**src/rtl/trivium_ctrl_if.sv**
```systemverilog
// Byte-wide handshake bundle between trivium_ctrl and its neighbours:
// key/IV bytes arrive from the config path, and keystream bytes leave toward
// the encryption/FIFO logic.
interface trivium_ctrl_if;
  logic [7:0] cfg_data;
  logic       cfg_valid;
  logic       cfg_ready;
  logic [7:0] ks_byte;
  logic       ks_valid;
  logic       ks_read;

  // Controller side: takes config bytes, offers keystream bytes.
  modport slave (
    input  cfg_data, cfg_valid, ks_read,
    output cfg_ready, ks_byte, ks_valid
  );

  // Peer side: supplies config bytes, consumes keystream bytes.
  modport master (
    output cfg_data, cfg_valid, ks_read,
    input  cfg_ready, ks_byte, ks_valid
  );
endinterface

```
**src/rtl/trivium_ctrl.sv**
```systemverilog
// Sequencer for the byte-parallel Trivium core: collects key and IV bytes,
// pulses the core load, runs the warm-up steps, then hands out keystream
// bytes one at a time over a valid/read handshake.
module trivium_ctrl #(
  parameter int unsigned KEY_BYTES    = 10,
  parameter int unsigned IV_BYTES     = 10,
  parameter int unsigned WARMUP_STEPS = 144
) (
  input  logic                   clk,
  input  logic                   rst,
  trivium_ctrl_if.slave          bus,
  input  logic                   cmd_rekey,
  output logic [8*KEY_BYTES-1:0] core_key,
  output logic [8*IV_BYTES-1:0]  core_iv,
  output logic                   core_load,
  output logic                   core_step,
  input  logic [7:0]             core_byte,
  output logic                   busy
);

  localparam int unsigned TOTAL_BYTES = KEY_BYTES + IV_BYTES;
  localparam int unsigned BCW         = $clog2(TOTAL_BYTES + 1);
  localparam int unsigned WCW         = $clog2(WARMUP_STEPS + 1);

  localparam logic [BCW-1:0] LAST_BYTE = BCW'(TOTAL_BYTES - 1);
  localparam logic [WCW-1:0] LAST_STEP = WCW'(WARMUP_STEPS - 1);

  typedef enum logic [2:0] {
    S_LOAD,
    S_INIT,
    S_WARMUP,
    S_READY,
    S_STEP
  } state_t;

  state_t                 state_q, state_d;
  logic [BCW-1:0]         byte_cnt;
  logic [WCW-1:0]         warm_cnt;
  logic [8*KEY_BYTES-1:0] key_q;
  logic [8*IV_BYTES-1:0]  iv_q;
  logic                   accept;

  // A rekey in the same cycle discards the presented byte.
  assign accept = (state_q == S_LOAD) && bus.cfg_valid && !cmd_rekey;

  // State register; reset and rekey both land in LOAD.
  // NOTE: sequential state uses non-blocking assignments so every flop samples
  // pre-edge values, independent of process evaluation order.
  always_ff @(posedge clk) begin
    if (rst) state_q <= S_LOAD;
    else     state_q <= state_d;
  end

  // Next-state decode; rekey overrides every other transition.
  // NOTE: state_d is defaulted first so no path through this block leaves it
  // unassigned, which would otherwise infer a latch.
  always_comb begin
    state_d = state_q;
    if (cmd_rekey) begin
      state_d = S_LOAD;
    end else begin
      unique case (state_q)
        S_LOAD:   if (bus.cfg_valid && byte_cnt == LAST_BYTE) state_d = S_INIT;
        S_INIT:   state_d = S_WARMUP;
        S_WARMUP: if (warm_cnt == LAST_STEP) state_d = S_READY;
        S_READY:  if (bus.ks_read) state_d = S_STEP;
        S_STEP:   state_d = S_READY;
        default:  state_d = S_LOAD;
      endcase
    end
  end

  // Byte capture: key bytes first, then IV bytes, little-endian by position.
  always_ff @(posedge clk) begin
    if (rst || cmd_rekey) begin
      byte_cnt <= '0;
      key_q    <= '0;
      iv_q     <= '0;
    end else if (accept) begin
      for (int k = 0; k < int'(KEY_BYTES); k++) begin
        if (byte_cnt == BCW'(k)) key_q[8*k +: 8] <= bus.cfg_data;
      end
      for (int j = 0; j < int'(IV_BYTES); j++) begin
        if (byte_cnt == BCW'(KEY_BYTES + j)) iv_q[8*j +: 8] <= bus.cfg_data;
      end
      byte_cnt <= byte_cnt + BCW'(1);
    end
  end

  // Warm-up step counter; held at zero outside WARMUP so each entry starts fresh.
  always_ff @(posedge clk) begin
    if (rst || state_q != S_WARMUP) warm_cnt <= '0;
    else                            warm_cnt <= warm_cnt + WCW'(1);
  end

  // Outputs decoded purely from the state register (plus the core's byte).
  always_comb begin
    bus.cfg_ready = 1'b0;
    bus.ks_valid  = 1'b0;
    bus.ks_byte   = 8'h00;
    core_load     = 1'b0;
    core_step     = 1'b0;
    busy          = 1'b1;
    unique case (state_q)
      S_LOAD:   bus.cfg_ready = 1'b1;
      S_INIT:   core_load     = 1'b1;
      S_WARMUP: core_step     = 1'b1;
      S_READY: begin
        bus.ks_valid = 1'b1;
        bus.ks_byte  = core_byte;
        busy         = 1'b0;
      end
      S_STEP:   core_step     = 1'b1;
      default:  bus.cfg_ready = 1'b0;
    endcase
  end

  assign core_key = key_q;
  assign core_iv  = iv_q;

endmodule

```
**src/flat_wrapper.sv**
```systemverilog
// flat-port wrapper written by rule: the top's interface ports become plain ports
module trivium_ctrl_flat 
#(
  parameter int unsigned KEY_BYTES    = 10,
  parameter int unsigned IV_BYTES     = 10,
  parameter int unsigned WARMUP_STEPS = 144
)
  (clk, rst, cmd_rekey, core_key, core_iv, core_load, core_step, core_byte, busy, bus_cfg_data, bus_cfg_valid, bus_ks_read, bus_cfg_ready, bus_ks_byte, bus_ks_valid);
  trivium_ctrl_if bus_i ();
  input  logic clk;
  input  logic rst;
  input  logic cmd_rekey;
  output logic [8*KEY_BYTES-1:0] core_key;
  output logic [8*IV_BYTES-1:0] core_iv;
  output logic core_load;
  output logic core_step;
  input  logic [7:0] core_byte;
  output logic busy;
  input wire logic [$bits(bus_i.cfg_data)-1:0] bus_cfg_data;
  input wire logic [$bits(bus_i.cfg_valid)-1:0] bus_cfg_valid;
  input wire logic [$bits(bus_i.ks_read)-1:0] bus_ks_read;
  output wire logic [$bits(bus_i.cfg_ready)-1:0] bus_cfg_ready;
  output wire logic [$bits(bus_i.ks_byte)-1:0] bus_ks_byte;
  output wire logic [$bits(bus_i.ks_valid)-1:0] bus_ks_valid;
  assign bus_i.cfg_data = bus_cfg_data;
  assign bus_i.cfg_valid = bus_cfg_valid;
  assign bus_i.ks_read = bus_ks_read;
  assign bus_cfg_ready = bus_i.cfg_ready;
  assign bus_ks_byte = bus_i.ks_byte;
  assign bus_ks_valid = bus_i.ks_valid;
  trivium_ctrl #(.KEY_BYTES(KEY_BYTES), .IV_BYTES(IV_BYTES), .WARMUP_STEPS(WARMUP_STEPS)) u_core (.clk(clk), .rst(rst), .bus(bus_i), .cmd_rekey(cmd_rekey), .core_key(core_key), .core_iv(core_iv), .core_load(core_load), .core_step(core_step), .core_byte(core_byte), .busy(busy));
endmodule
```
**config.mk**
```make
export PLATFORM = sky130hd
export DESIGN_NAME = trivium_ctrl_flat
export DESIGN_NICKNAME = d
export VERILOG_FILES = /design/src/rtl/trivium_ctrl_if.sv /design/src/rtl/trivium_ctrl.sv /design/src/flat_wrapper.sv
export SDC_FILE = /design/constraint.sdc
export NUM_CORES = 1
export LEC_CHECK = 0
export CORE_MARGIN = 3
export CORE_UTILIZATION = 40
export CTS_CLUSTER_SIZE = 30
export DETAILED_ROUTE_END_ITERATION = 8
export GPL_TIMING_DRIVEN = 0
export PLACE_DENSITY = 0.67
export REMOVE_ABC_BUFFERS = 1
export SETUP_SLACK_MARGIN = 0.2
export SLEW_MARGIN = 20
export SYNTH_ARGS = -nofsm -noshare
export SYNTH_HDL_FRONTEND = slang
export SYNTH_SLANG_ARGS = --single-unit
```
**constraint.sdc**
```tcl
create_clock -name clk -period 4.75 [get_ports clk]
set_input_delay 0.7125 -clock clk [delete_from_list [all_inputs] [get_ports clk]]
set_output_delay 0.7125 -clock clk [all_outputs]
set_load 0.005 [all_outputs]
```
==> out/results.txt <==
CP Launch Type -> flop
Comb pwr share -> 0.033
placed cell areas -> 8940 sq um
synthesized area per cell -> 10.2 sq um
critical path's slowest cell -> nor3b_1
Post-Layout Cell Count -> 1,067
postcts setup bufs -> 0
drt first-iter violations -> 193
Worst setup EP type -> output pin
PwrDens -> 333 nW/um^2
fraction of registers with async set or reset after synthesis -> 0
clk root buf -> clkbuf_16
Hold-fix buffers, CTS -> 0
layout cells sized above 1 -> 0.0767
antenna viol nets, final -> 0
Tightest Pin Transition -> 1.09 ns
fmax -> 298 MHz
Cell variety after synth -> 38
DIE HEIGHT -> 137 microns
max_cap viols -> 0
Worst-path clk slew -> 0.07 ns
CTS tree -> built
FP Rows -> 47
max-slew violation total from the final report -> 0
top cell type's share of synthesized area -> 0.516
Core Region -> 16,600 sq um
Syn. warnings -> 0
CP cell instances -> inv_1 > nor3b_1 > and2_1 > clkdlybuf4s50_1
RSZ-0062 raised after global routing -> no
Final setup viols -> 0
DIE AREA -> 18,700 sq um
crit path kind -> reg -> out
Initial DRT Pass Iterations -> 6
post-synthesis register bit count -> 176
Multi-input gate area -> 3080 sq um
minimum clock period -> 3.35 ns
largest stage delay on the critical path -> 0.75 ns
relative slew slack -> 0.273
Max IR drop VDD -> 246 uV
I/O pins -> 194
Layout fillers -> 1,424
clock tree sinks -> 176
Post-layout nets -> 862
port bufs -> 193
Post-synth EDFFs -> 0
first-pass GRT wire length -> 28,300 microns
P_sw -> 0.651 mW
# resized after CTS -> 0
switching portion of total power -> 0.203
worst-case clock buffer depth -> 2
final-report hold violation count -> 0
status -> completed
Max H-tree Level -> 4
Worst-Skew Late Latency -> 0.42 ns
average vias per placed instance -> 4.91
routed len/inst -> 17.1 microns
GRT Overall Usage -> 0.196
CTS Buf Count -> 17
vias in the first global route -> 5,310
Commonest cells post-synth -> dfxtp_1 (176), nand2_1 (173), mux2i_1 (162)
CP required -> 4.04 ns
ant diodes -> 0
Tcrit/Tclk final -> 0.706
Cell Int Power -> 2.56 mW
sequential area share after synthesis -> 0.516
post-synth top area cell -> dfxtp_1
total global routing overflow -> 0
vias -> 5,234
DRC -> 0
synth top area cells -> dfxtp_1 (52%), mux2i_1 (24%), nand2_1 (9.5%)
initial core utilization -> 0.410
Seq. cell area -> 3520 sq um
Design Area, Final -> 9630 sq um
drt total wl -> 18,300 microns
critical path peak fanout -> 11
Layout Area Growth over Synthesis -> 41.0%
Leakage Power -> 4.42 nW
total power -> 3.21 mW
initial antenna violation count -> 0
Final HPWL DP -> 12,700 microns
sequential share of power -> 0.462
Core Util, Final -> 0.579
Worst Path Arrival -> 2.64 ns
prevailing post-synth register cell -> dfxtp_1
Synth Instances -> 669
Worst Hold Class -> reg -> reg
Fin Clk Skew -> 0.00756 ns
dpl cells -> 1,036
GP Congestion -> 0.831
clock share of power -> 0.506
Mapped Area -> 6830 sq um
die width -> 137 microns
count leader, synth -> dfxtp_1
largest net degree at the start of global routing -> 38
[kinds of logic after synthesis]
kind of cell	count (synthesis)	share of synthesized area
simple gates	250	0.181
flops	176	0.516
mux	162	0.237
buf+inv	57	0.0365
compound gates	13	0.0114
fa+ha+maj	6	0.0110
xor+xnor	5	0.00641
[placed cells by master, fill, tap and decap left out, types with 7 or more instances in the layout]
master	synthesis	routed
and2_1	8	8
bufinv_16	0	7
mux2i_1	162	162
dfxtp_1	176	176
clkbuf_16	0	17
nand4_2	8	8
clkdlybuf4s50_1	0	193
nor2_1	13	12
nand3_2	12	12
nand2_1	173	173
[worst paths after layout]
check,slack [ns],startpoint,endpoint,cells after the start
min reg2reg,0.46,u_core.core_key[13]$_SDFFE_PP0P_,u_core.core_key[13]$_SDFFE_PP0P_,2
min,0.46,u_core.core_key[13]$_SDFFE_PP0P_,u_core.core_key[13]$_SDFFE_PP0P_,2
max reg2reg,2.40,u_core.byte_cnt[0]$_SDFFE_PP0P_,u_core.core_key[34]$_SDFFE_PP0P_,5
max,1.40,u_core.state_q[0]$_SDFFE_PP0P_,bus_ks_byte[6],4
[per-layer routing]
metal / routed length, microns / part of all wire / track usage / up-vias
met4: 185 / 0.010 / 0.0554 / 0
met1: 7910 / 0.43 / 0.238 / 2497
met5: 0 / 0 / 0 / -
li1: - / - / - / 2574
met2: 8760 / 0.48 / 0.324 / 148
met3: 1440 / 0.079 / 0.0746 / 15
[per-stage QoR]
stage	TNS, ns	setup slack, ns	hold slack, ns
floorplan	-511.02	-3.17	0.430
global placement	-1306.12	-8.22	0.442
detailed placement	0	1.16	0.454
CTS	0	1.38	0.461
global route	0	1.09	0.482
finish	0	1.40	0.459
[critical path: cells and delay by family (launching register included)]
family	cells	cell delay, ns
AND/OR/NAND/NOR	2	0.99
flip-flops	1	0.55
buffers and inverters	2	0.68
[state kept, by name, summed over array words and instances, names as in the netlist]
name and cells:
u_core.core_iv 80, u_core.warm_cnt 8, u_core.state_q 3, u_core.byte_cnt 5, u_core.core_key 80
[cell type report]
class | count | area share
multi-input combinational | 436 | 0.319
timing repair buffer | 198 | 0.213
inverter | 6 | 0.00234
tap | 220 | 0.0286
clock buffer | 17 | 0.0442
clock inverter | 14 | 0.0271
sequential | 176 | 0.366
[power groups by stage]
stage               sequential [mW]  clock, mW  combinational (mW)
floorplan                      1.51          0              0.0455
global placement               1.51          0              0.0914
detailed placement             1.51          0               0.106
CTS                            1.48       1.65               0.106
global route                   1.48       1.71               0.113
finish                         1.48       1.62               0.105
No activity file was read; power rests on OpenSTA's default activity.
